$ cat src/rtl/riscv_pkg.sv
// Shared constants for the mini RISC-V core: opcodes, ALU control
// encodings, funct fields, controller state type and a legality helper.
package riscv_pkg;

    localparam logic [6:0] OP_RTYPE  = 7'b0110011;
    localparam logic [6:0] OP_IARITH = 7'b0010011;
    localparam logic [6:0] OP_LOAD   = 7'b0000011;
    localparam logic [6:0] OP_STORE  = 7'b0100011;
    localparam logic [6:0] OP_BRANCH = 7'b1100011;

    localparam logic [1:0] ALUOP_MEM   = 2'b00;
    localparam logic [1:0] ALUOP_BR    = 2'b01;
    localparam logic [1:0] ALUOP_ARITH = 2'b10;

    localparam logic [2:0] F3_ADD = 3'd0;
    localparam logic [2:0] F3_OR  = 3'd6;
    localparam logic [2:0] F3_AND = 3'd7;
    localparam logic [2:0] F3_LW  = 3'd2;
    localparam logic [2:0] F3_SW  = 3'd2;
    localparam logic [2:0] F3_BEQ = 3'd0;
    localparam logic [2:0] F3_BNE = 3'd1;

    localparam logic [6:0] F7_BASE = 7'h00;
    localparam logic [6:0] F7_ALT  = 7'h20;

    typedef enum logic [2:0] {IDLE, DECODE, EXEC, MEM, WB, BR} state_t;

    // True when the instruction word is one the controller can sequence.
    function automatic logic is_legal(input logic [31:0] instr);
        logic [2:0] f3;
        logic [6:0] f7;
        logic       arith_f3;
        logic       ok;
        f3       = instr[14:12];
        f7       = instr[31:25];
        arith_f3 = (f3 == F3_ADD) || (f3 == F3_OR) || (f3 == F3_AND);
        ok       = 1'b0;
        case (instr[6:0])
            OP_RTYPE:  ok = arith_f3 &&
                            ((f7 == F7_BASE) || ((f7 == F7_ALT) && (f3 == F3_ADD)));
            OP_IARITH: ok = arith_f3;
            OP_LOAD:   ok = (f3 == F3_LW);
            OP_STORE:  ok = (f3 == F3_SW);
            OP_BRANCH: ok = (f3 == F3_BEQ) || (f3 == F3_BNE);
            default:   ok = 1'b0;
        endcase
        return ok;
    endfunction

endpackage

$ cat src/rtl/multicycle_ctrl_if.sv
// Fetch handshake plus ALU / register-file / memory control bundle.
interface multicycle_ctrl_if #(parameter int XLEN = 32);
    logic            instr_valid;
    logic [31:0]     instr;
    logic            instr_ready;
    logic [XLEN-1:0] ALUResult;
    logic [1:0]      ALUOp;
    logic [2:0]      funct3;
    logic [6:0]      funct7;
    logic            ALUSrc;
    logic [XLEN-1:0] imm32;
    logic            RegWrite;
    logic            MemRead;
    logic            MemWrite;
    logic            MemtoReg;
    logic            branch_taken;
    logic            instr_done;
    logic            illegal;

    modport master (
        input  instr_valid, instr, ALUResult,
        output instr_ready, ALUOp, funct3, funct7, ALUSrc, imm32,
               RegWrite, MemRead, MemWrite, MemtoReg,
               branch_taken, instr_done, illegal
    );

    modport slave (
        output instr_valid, instr, ALUResult,
        input  instr_ready, ALUOp, funct3, funct7, ALUSrc, imm32,
               RegWrite, MemRead, MemWrite, MemtoReg,
               branch_taken, instr_done, illegal
    );
endinterface

$ cat src/rtl/imm_gen.sv
// Immediate generator: sign-extends the I/S/B immediate selected by opcode.
module imm_gen
    import riscv_pkg::*;
#(
    parameter int XLEN = 32
) (
    input  logic [31:0]     instr,
    output logic [XLEN-1:0] imm32
);

    // rs1 and funct3 carry no immediate bits in the supported formats
    logic unused_bits;
    assign unused_bits = ^instr[19:12];

    // Reassemble the immediate field for the instruction format
    always_comb begin
        imm32 = '0;
        case (instr[6:0])
            OP_IARITH, OP_LOAD:
                imm32 = {{(XLEN-12){instr[31]}}, instr[31:20]};
            OP_STORE:
                imm32 = {{(XLEN-12){instr[31]}}, instr[31:25], instr[11:7]};
            OP_BRANCH:
                imm32 = {{(XLEN-13){instr[31]}}, instr[31], instr[7],
                         instr[30:25], instr[11:8], 1'b0};
            default:
                imm32 = '0;
        endcase
    end

endmodule

$ cat src/rtl/multicycle_ctrl.sv
// Multi-cycle control FSM: accepts an instruction, registers its decoded
// ALU controls, then sequences EXEC / MEM / WB / BR and reports completion.
module multicycle_ctrl
    import riscv_pkg::*;
#(
    parameter int XLEN = 32
) (
    input  logic              clk,
    input  logic              rst,
    multicycle_ctrl_if.master bus
);

    state_t          state;
    logic [6:0]      opcode_q;
    logic            legal_q;
    logic            illegal_q;
    logic [1:0]      aluop_q;
    logic [2:0]      funct3_q;
    logic [6:0]      funct7_q;
    logic            alusrc_q;
    logic [XLEN-1:0] imm_q;

    logic [XLEN-1:0] imm_next;
    logic [1:0]      dec_aluop;
    logic            dec_alusrc;
    logic [6:0]      dec_funct7;
    logic            accept;
    logic            br_cond;

    assign accept = (state == IDLE) && bus.instr_valid;

    imm_gen #(.XLEN(XLEN)) u_imm_gen (
        .instr (bus.instr),
        .imm32 (imm_next)
    );

    // Decode ALU controls from the instruction presented by fetch
    always_comb begin
        dec_aluop  = ALUOP_MEM;
        dec_alusrc = 1'b0;
        dec_funct7 = F7_BASE;
        case (bus.instr[6:0])
            OP_RTYPE: begin
                dec_aluop  = ALUOP_ARITH;
                dec_funct7 = bus.instr[31:25];
            end
            // instr[31:25] are immediate bits here, so funct7 stays 00
            OP_IARITH: begin
                dec_aluop  = ALUOP_ARITH;
                dec_alusrc = 1'b1;
            end
            OP_LOAD, OP_STORE: begin
                dec_aluop  = ALUOP_MEM;
                dec_alusrc = 1'b1;
            end
            OP_BRANCH: begin
                dec_aluop  = ALUOP_BR;
            end
            default: begin
                dec_aluop  = ALUOP_MEM;
            end
        endcase
    end

    // Capture decoded controls on acceptance and hold them for the instruction
    always_ff @(posedge clk or negedge rst) begin
        if (!rst) begin
            opcode_q <= '0;
            legal_q  <= 1'b0;
            aluop_q  <= '0;
            funct3_q <= '0;
            funct7_q <= '0;
            alusrc_q <= 1'b0;
            imm_q    <= '0;
        end else if (accept) begin
            opcode_q <= bus.instr[6:0];
            legal_q  <= is_legal(bus.instr);
            aluop_q  <= dec_aluop;
            funct3_q <= bus.instr[14:12];
            funct7_q <= dec_funct7;
            alusrc_q <= dec_alusrc;
            imm_q    <= imm_next;
        end
    end

    // Sequence the instruction through its phases; flag illegal encodings
    always_ff @(posedge clk or negedge rst) begin
        if (!rst) begin
            state     <= IDLE;
            illegal_q <= 1'b0;
        end else begin
            illegal_q <= 1'b0;
            case (state)
                IDLE:
                    if (accept) state <= DECODE;
                DECODE:
                    if (legal_q) begin
                        state <= EXEC;
                    end else begin
                        state     <= IDLE;
                        illegal_q <= 1'b1;
                    end
                EXEC:
                    if (opcode_q == OP_LOAD || opcode_q == OP_STORE) state <= MEM;
                    else if (opcode_q == OP_BRANCH)                  state <= BR;
                    else                                             state <= WB;
                MEM:
                    state <= (opcode_q == OP_LOAD) ? WB : IDLE;
                WB:      state <= IDLE;
                BR:      state <= IDLE;
                default: state <= IDLE;
            endcase
        end
    end

    // Branch condition on the ALU difference returned during BR
    always_comb begin
        br_cond = 1'b0;
        if (funct3_q == F3_BEQ)      br_cond = (bus.ALUResult == '0);
        else if (funct3_q == F3_BNE) br_cond = (bus.ALUResult != '0);
    end

    // Strobes decode directly from registered state, so reset clears them at once
    assign bus.instr_ready  = (state == IDLE);
    assign bus.ALUOp        = aluop_q;
    assign bus.funct3       = funct3_q;
    assign bus.funct7       = funct7_q;
    assign bus.ALUSrc       = alusrc_q;
    assign bus.imm32        = imm_q;
    assign bus.MemRead      = (state == MEM) && (opcode_q == OP_LOAD);
    assign bus.MemWrite     = (state == MEM) && (opcode_q == OP_STORE);
    assign bus.RegWrite     = (state == WB);
    assign bus.MemtoReg     = (state == WB) && (opcode_q == OP_LOAD);
    assign bus.branch_taken = (state == BR) && br_cond;
    assign bus.instr_done   = (state == WB) || (state == BR) ||
                              ((state == MEM) && (opcode_q == OP_STORE));
    assign bus.illegal      = illegal_q;

endmodule

$ cat src/flat_wrapper.sv
// flat-port wrapper written by rule: the top's interface ports become plain ports
module multicycle_ctrl_flat import riscv_pkg::*;
#(
    parameter int XLEN = 32
)
  (clk, rst, bus_instr_valid, bus_instr, bus_ALUResult, bus_instr_ready, bus_ALUOp, bus_funct3, bus_funct7, bus_ALUSrc, bus_imm32, bus_RegWrite, bus_MemRead, bus_MemWrite, bus_MemtoReg, bus_branch_taken, bus_instr_done, bus_illegal);
  multicycle_ctrl_if #(.XLEN(XLEN)) bus_i ();
  input  logic clk;
  input  logic rst;
  input wire logic [$bits(bus_i.instr_valid)-1:0] bus_instr_valid;
  input wire logic [$bits(bus_i.instr)-1:0] bus_instr;
  input wire logic [$bits(bus_i.ALUResult)-1:0] bus_ALUResult;
  output wire logic [$bits(bus_i.instr_ready)-1:0] bus_instr_ready;
  output wire logic [$bits(bus_i.ALUOp)-1:0] bus_ALUOp;
  output wire logic [$bits(bus_i.funct3)-1:0] bus_funct3;
  output wire logic [$bits(bus_i.funct7)-1:0] bus_funct7;
  output wire logic [$bits(bus_i.ALUSrc)-1:0] bus_ALUSrc;
  output wire logic [$bits(bus_i.imm32)-1:0] bus_imm32;
  output wire logic [$bits(bus_i.RegWrite)-1:0] bus_RegWrite;
  output wire logic [$bits(bus_i.MemRead)-1:0] bus_MemRead;
  output wire logic [$bits(bus_i.MemWrite)-1:0] bus_MemWrite;
  output wire logic [$bits(bus_i.MemtoReg)-1:0] bus_MemtoReg;
  output wire logic [$bits(bus_i.branch_taken)-1:0] bus_branch_taken;
  output wire logic [$bits(bus_i.instr_done)-1:0] bus_instr_done;
  output wire logic [$bits(bus_i.illegal)-1:0] bus_illegal;
  assign bus_i.instr_valid = bus_instr_valid;
  assign bus_i.instr = bus_instr;
  assign bus_i.ALUResult = bus_ALUResult;
  assign bus_instr_ready = bus_i.instr_ready;
  assign bus_ALUOp = bus_i.ALUOp;
  assign bus_funct3 = bus_i.funct3;
  assign bus_funct7 = bus_i.funct7;
  assign bus_ALUSrc = bus_i.ALUSrc;
  assign bus_imm32 = bus_i.imm32;
  assign bus_RegWrite = bus_i.RegWrite;
  assign bus_MemRead = bus_i.MemRead;
  assign bus_MemWrite = bus_i.MemWrite;
  assign bus_MemtoReg = bus_i.MemtoReg;
  assign bus_branch_taken = bus_i.branch_taken;
  assign bus_instr_done = bus_i.instr_done;
  assign bus_illegal = bus_i.illegal;
  multicycle_ctrl #(.XLEN(XLEN)) u_core (.clk(clk), .rst(rst), .bus(bus_i));
endmodule
$ cat config.mk
export PLATFORM = sky130hd
export DESIGN_NAME = multicycle_ctrl_flat
export DESIGN_NICKNAME = d
export VERILOG_FILES = /design/src/rtl/riscv_pkg.sv /design/src/rtl/multicycle_ctrl_if.sv /design/src/rtl/imm_gen.sv /design/src/rtl/multicycle_ctrl.sv /design/src/flat_wrapper.sv
export SDC_FILE = /design/constraint.sdc
export NUM_CORES = 1
export LEC_CHECK = 0
export ABC_AREA = 1
export CORE_UTILIZATION = 40
export DETAILED_ROUTE_END_ITERATION = 10
export PLACE_DENSITY = 0.95
export SYNTH_ARGS = -nofsm -noshare
export SYNTH_HDL_FRONTEND = slang
export SYNTH_SLANG_ARGS = --single-unit
$ cat constraint.sdc
create_clock -name clk -period 3.8 [get_ports clk]
set_input_delay 0.57 -clock clk [delete_from_list [all_inputs] [get_ports clk]]
set_output_delay 0.57 -clock clk [all_outputs]
set_load 0.005 [all_outputs]
==> flow_summary.ini, run 1 <==
[run_status]
status = finished, final reports clean

[route]
drtPass1Iterations = 4
via_count = 2078
drc = 0
ant_nets = 0
routed_via_density = 4.71
wl_per_cell_um = 12.6
wirelength_mm = 5.56
drtIter0Drc = 36

[pwr]
power_density_nw_per_um2 = 419
clockPowerShare_pct = 24.9
seq_power_share_pct = 40.3
pwr-share-comb_pct = 34.9
switching_share_pct = 33.4
peakVddDrop_v = 0.000281
p_int_uw = 901
p_switching_uw = 451
p_leak_nw = 1.42

[final_layout]
multi_input_area_sq_um = 882
syn2layout_area_growth_pct = 54.0
nFillCells = 428
seq_area_sq_um = 951
antennaDiodeCount = 0
fin_cells = 441
layout-drive-gt1-share_pct = 6.15
nNetsFinal = 440

[cts]
cts_resized = 0
cts-buffers-inserted = 5
clkTransAtPathRegs_ns = 0.07
cts_tree = yes
clock_sink_count = 38
htree_levels = 2
hold_buffers = 0
root_buffer = clkbuf_8
clockBufferDepth = 2
clk_latency_ns = 0.29
cts_setup_buffers = 0

[placed_design]
post-dp-hpwl_mm = 4.23
dpl.cell_count = 433
routabilityCongestion = 0.791
portBuffers = 114

[floorplan]
die_width_um = 74.4
dieArea_sq_um = 5540
rows = 25
core-area_sq_um = 4880
start_util_pct = 43.0
io_pins = 120
die_height_um = 74.4

[worst_setup_path]
cp_slowest_cell = clkdlybuf4s50_1
endpoint_kind = output pin
crit_path_frequent_cell = nor2_1
crit_arrival_ns = 2.12
r2r_setup_slack_ns = 1.86
required_ns = 3.23
path_cells = clkdlybuf4s50_1, nor2_1, nand2_1, nor2_1, nand2_1, nor2_1, nor2_1, nor2_1, clkdlybuf4s50_1
r2r_cells = 6
crit_type = input port to output pin
slowest_delay_ns = 0.50
cp_top_family = buffers and inverters
reg2reg_from = u_core.state[0]
path_max_fanout = 2
reg2reg_to = u_core.legal_q
cp_num_buf_inv = 2
startpoint_type = input port

[sta]
worst_pin_slew_ns = 0.828
rsz0062_at_grt = false
hold_viol = 0
min_period_over_period_pct = 70.8
fin_skew_ns = 0.00635
max_slew_margin_pct = 44.8
fmax_mhz = 372
maxSlewViolCount = 0
finalSetupTns_ns = 0
setup_violations = 0
min_period_ns = 2.69

[yosys]
yosys-top-cells-area = dfrtp_1, nand2_1, buf_4
ys.flop_type = dfrtp_1
seq_area_frac_synth_pct = 45.3
yosysTopAreaCellShare_pct = 45.3
synth.avg_cell_area_sq_um = 7.57
yosysTopAreaCell = dfrtp_1
synth_cell_types = 25
synthCells = 277
synth_nets = 344
yosys_warnings = 0
ys_ff_latch = 38
synth-edff-count = 0
async_flop_share_pct = 100
synth_area_sq_um = 2100

[grt]
antenna_found_initial = 0
grt_first_pass_wirelength_mm = 8.69
grt_pass1_vias = 1966
grt_usage_pct = 20.7
grt-ovfl-total = 0
grt_max_degree = 39

[flow_run]
drv_cap = 0

[worst_hold_path]
hp-class = input port to async pin
[cell usage in the layout (no fill, tap or decap), types with 2 or more instances in the layout]
master,count
clkdlybuf4s50_1,113
nand2_1,103
dfrtp_1,38
nor2_1,34
o21ai_1,16
inv_1,15
nand3_1,10
o21ai_0,7
nand4_1,5
clkbuf_8,5
nor2_4,3
nor3_1,3
inv_2,3
nand2_2,2
o31ai_1,2
nor2_2,2
nor3_4,2
clkinv_2,2
[cells by family (layout without fill, tap and decap cells)]
group,Yosys count,in the layout,share of synthesized area (%)
compound gates,30,30,7.88
buf+inv,43,140,12.6
flops,38,38,45.3
simple gates,166,166,34.2
[worst max path at each step]
stage | startpoint | end | slack [ns] | cells after the start
floorplan | bus_ALUResult[31] | bus_branch_taken | 2.11 | 7
CTS | bus_ALUResult[29] | bus_branch_taken | 1.10 | 9
detailed placement | bus_ALUResult[28] | bus_branch_taken | 1.11 | 9
global route | bus_ALUResult[28] | bus_branch_taken | 0.99 | 9
global placement | bus_ALUResult[27] | bus_branch_taken | 1.16 | 9
finish | bus_ALUResult[29] | bus_branch_taken | 1.11 | 9
[area by class of cell]
type	count	share of cell area, %
Clock buffer	5	2.13
Clock inverter	3	1.24
Inverter	18	2.09
Multi-Input combinational cell	196	27.3
Sequential cell	38	29.4
Tap cell	67	2.60
Timing Repair Buffer	114	35.2
[cells in the mapped netlist (2+ instances only)]
master and n:
buf_4 21, buf_6 3, dfrtp_1 38, inv_1 15
inv_2 3, nand2_1 103, nand2_2 2, nand3_1 10
nand4_1 5, nor2_1 34, nor2_2 2, nor2_4 3
nor3_1 3, nor3_4 2, o21ai_0 7, o21ai_1 16
o31ai_1 2
[power groups by stage]
| stage | Clock, mW | Sequential, mW | Combinational (mW) |
|---|---|---|---|
| 3_3_place_gp | 0 | 0.545 | 0.458 |
| 2_1_floorplan | 0 | 0.542 | 0.279 |
| 4_1_cts | 0.342 | 0.543 | 0.474 |
| 5_1_grt | 0.360 | 0.555 | 0.530 |
| 3_5_place_dp | 0 | 0.550 | 0.471 |
| 6_report | 0.336 | 0.544 | 0.472 |
[sequential cells by signal, indices dropped and copies added, names as in the netlist]
name                count
u_core.state            3
u_core.bus.illegal      1
u_core.bus.ALUSrc       1
u_core.legal_q          1
u_core.opcode_q         7
u_core.bus.ALUOp        2
u_core.bus.imm32       13
u_core.bus.funct7       7
u_core.bus.funct3       3
[per-layer routing]
layer,up-vias,share of wire (%),wire length [um],GRT usage (%)
li1,1049,-,-,-
met4,0,1.5,83,7.55
met5,-,0,0,0
met3,8,10,555,6.10
met1,939,40,2210,23.2
met2,82,49,2710,37.2
[through the flow]
step | hold slack [ns] | total power, mW | utilization, % | cell area, sq um | worst slack, ns
2_1_floorplan | 0.274 | 0.822 | - | 2100 | 2.11
3_3_place_gp | 0.412 | 1.00 | 63.9 | 3120 | 1.16
3_5_place_dp | 0.449 | 1.02 | 63.9 | 3120 | 1.11
4_1_cts | 0.396 | 1.36 | 66.2 | 3230 | 1.10
5_1_grt | 0.430 | 1.44 | 66.2 | 3230 | 0.988
6_report | 0.366 | 1.35 | 66.2 | 3230 | 1.11
Note: power is estimated with default switching activity, not from simulation.
==> run 2: changes to the inputs <==
--- a/config.mk
+++ b/config.mk
@@ -6,9 +6,9 @@
 export NUM_CORES = 1
 export LEC_CHECK = 0
 export ABC_AREA = 1
-export CORE_UTILIZATION = 40
+export CORE_UTILIZATION = 38
 export DETAILED_ROUTE_END_ITERATION = 10
-export PLACE_DENSITY = 0.95
+export PLACE_DENSITY = 0.91
 export SYNTH_ARGS = -nofsm -noshare
 export SYNTH_HDL_FRONTEND = slang
 export SYNTH_SLANG_ARGS = --single-unit
==> constraint.sdc (replaced) <==
create_clock -name clk -period 2.58 [get_ports clk]
set_input_delay 0.387 -clock clk [delete_from_list [all_inputs] [get_ports clk]]
set_output_delay 0.387 -clock clk [all_outputs]
set_load 0.005 [all_outputs]
==> run 2 against run 1 <==
Effect of this change:
- power grew 42%
- non-clock buffer count grew 1
- via count grew 1.1%
- global-route usage shrank 1.1 points
- cell area shrank 0.19%
- count of clock-buffer cells in the layout grew 2
- first-iteration DRC count grew 130%
- highest routed layer unchanged
- worst hold slack lost 0.17 ns
- register-to-register slack lost 0.93 ns
- sequential cell count is the same
- worst setup slack lost 0.87 ns
- routed wire length shrank 1.6%
==> flow_summary.ini, run 2 (same netlist as run 1, synthesis figures left out) <==
[worst_setup_path]
path_cells = clkdlybuf4s50_1, nor2_1, nand2_1, nor2_1, nand2_1, nor2_1, nor2_1, nor2_1, clkdlybuf4s50_1
path_max_fanout = 2
startpoint_type = input port
required_ns = 2.19
crit_path_frequent_cell = nor2_1
r2r_setup_slack_ns = 0.93
cp_slowest_cell = clkdlybuf4s50_1
endpoint_kind = output pin
crit_type = input port to output pin
r2r_cells = 8
slowest_delay_ns = 0.50
crit_arrival_ns = 1.96

[grt]
grt_pass1_vias = 2063
grt_usage_pct = 19.6
grt_first_pass_wirelength_mm = 9.23
grt-ovfl-total = 0
antenna_found_initial = 0
grt_max_degree = 39

[route]
wl_per_cell_um = 12.3
drtPass1Iterations = 5
wirelength_mm = 5.48
drc = 0
routed_via_density = 4.72
drtIter0Drc = 82
ant_nets = 0
via_count = 2100

[pwr]
seq_power_share_pct = 41.8
peakVddDrop_v = 0.000434
p_switching_uw = 659
clockPowerShare_pct = 21.7
switching_share_pct = 34.3
p_leak_nw = 1.42
p_int_mw = 1.26
power_density_nw_per_um2 = 597
pwr-share-comb_pct = 36.5

[sta]
setup_violations = 0
max_slew_margin_pct = 43.6
maxSlewViolCount = 0
finalSetupTns_ns = 0
hold_viol = 0
min_period_over_period_pct = 90.9
min_period_ns = 2.35
worst_pin_slew_ns = 0.847
hold_slack_ns = 0.199
rsz0062_at_grt = false
fin_skew_ns = 0.00358
fmax_mhz = 426

[floorplan]
die_height_um = 76.3
start_util_pct = 40.3
dieArea_sq_um = 5820
core-area_sq_um = 5200
die_width_um = 76.3
rows = 26
io_pins = 120

[final_layout]
layout_commonest_cell = clkdlybuf4s50_1
syn2layout_area_growth_pct = 53.7
layout-drive-gt1-share_pct = 6.13
antennaDiodeCount = 0
most-common-layout-cells = clkdlybuf4s50_1, nand2_1, dfrtp_1, nor2_1, o21ai_1
largest_register_ffs = 13
nNetsFinal = 441
final_util_pct = 61.9

[flow_run]
drv_cap = 0

[cts]
cts_setup_buffers = 0
clockBufferDepth = 2
cts-buffers-inserted = 5
clkTransAtPathRegs_ns = 0.07
cts_tree = yes
hold_buffers = 0
cts_resized = 0
root_buffer = clkbuf_8
htree_levels = 2
clock_sink_count = 38
clk_latency_ns = 0.29

[run_status]
status = finished, final reports clean

[placed_design]
post-dp-hpwl_mm = 4.19
portBuffers = 114
routabilityCongestion = 0.823

[worst_hold_path]
hp-class = input port to async pin
run 2: changes by cell type in the layout (fill, tap and decap cells not counted), sizes merged:
cell and delta:
bufinv -1, buf +1, clkbuf +2, clkinv -1
run 2: stage by stage:
step	instance area, sq um	power [mW]	cells	setup slack, ns
final	3220	1.92	445	0.234
after global routing	3220	2.06	445	0.0630
after CTS	3220	1.94	445	0.206
after detailed placement	3130	1.51	437	0.205
after global placement	3130	1.48	437	0.303
after floorplan	2100	1.21	277	1.24
run 2: path summary, 6_finish.rpt:
path	start	to
setup reg to reg	u_core.state[0]	u_core.bus.imm32[0]
setup / recovery	bus_ALUResult[20]	bus_branch_taken
max in group asynchronous	rst	u_core.bus.funct7[1]
min in group clk	u_core.legal_q	u_core.bus.illegal
hold reg to reg	u_core.legal_q	u_core.bus.illegal
hold / removal	rst	u_core.opcode_q[2]
run 2: power groups by stage:
| stage | Clock, mW | Sequential, mW | Combinational (mW) |
|---|---|---|---|
| after floorplan | 0 | 0.798 | 0.412 |
| final | 0.417 | 0.804 | 0.703 |
| after global placement | 0 | 0.803 | 0.682 |
| after CTS | 0.427 | 0.802 | 0.708 |
| after detailed placement | 0 | 0.811 | 0.702 |
| after global routing | 0.447 | 0.821 | 0.793 |
run 2: critical path: cells and delay by family:
family        cells  cell delay (ns)
buf+inv           2             0.91
simple gates      7             0.65
run 2: metal layers:
metal	vias to the layer above	routed length, um	part of all wire [%]	global-route usage, %
met5	-	0	0	0
met4	0	61	1.1	5.38
met3	6	568	10	7.66
met2	93	2670	49	35.5
met1	938	2180	40	21.2
li1	1063	-	-	-
run 2: area by class of cell:
type | instances | area, sq um
Fill cell | 458 | 1980
Timing Repair Buffer | 115 | 1140
Sequential cell | 38 | 951
Multi-Input combinational cell | 196 | 882
Tap cell | 70 | 87.6
Clock buffer | 7 | 86.3
Inverter | 18 | 67.6
Clock inverter | 1 | 5.00
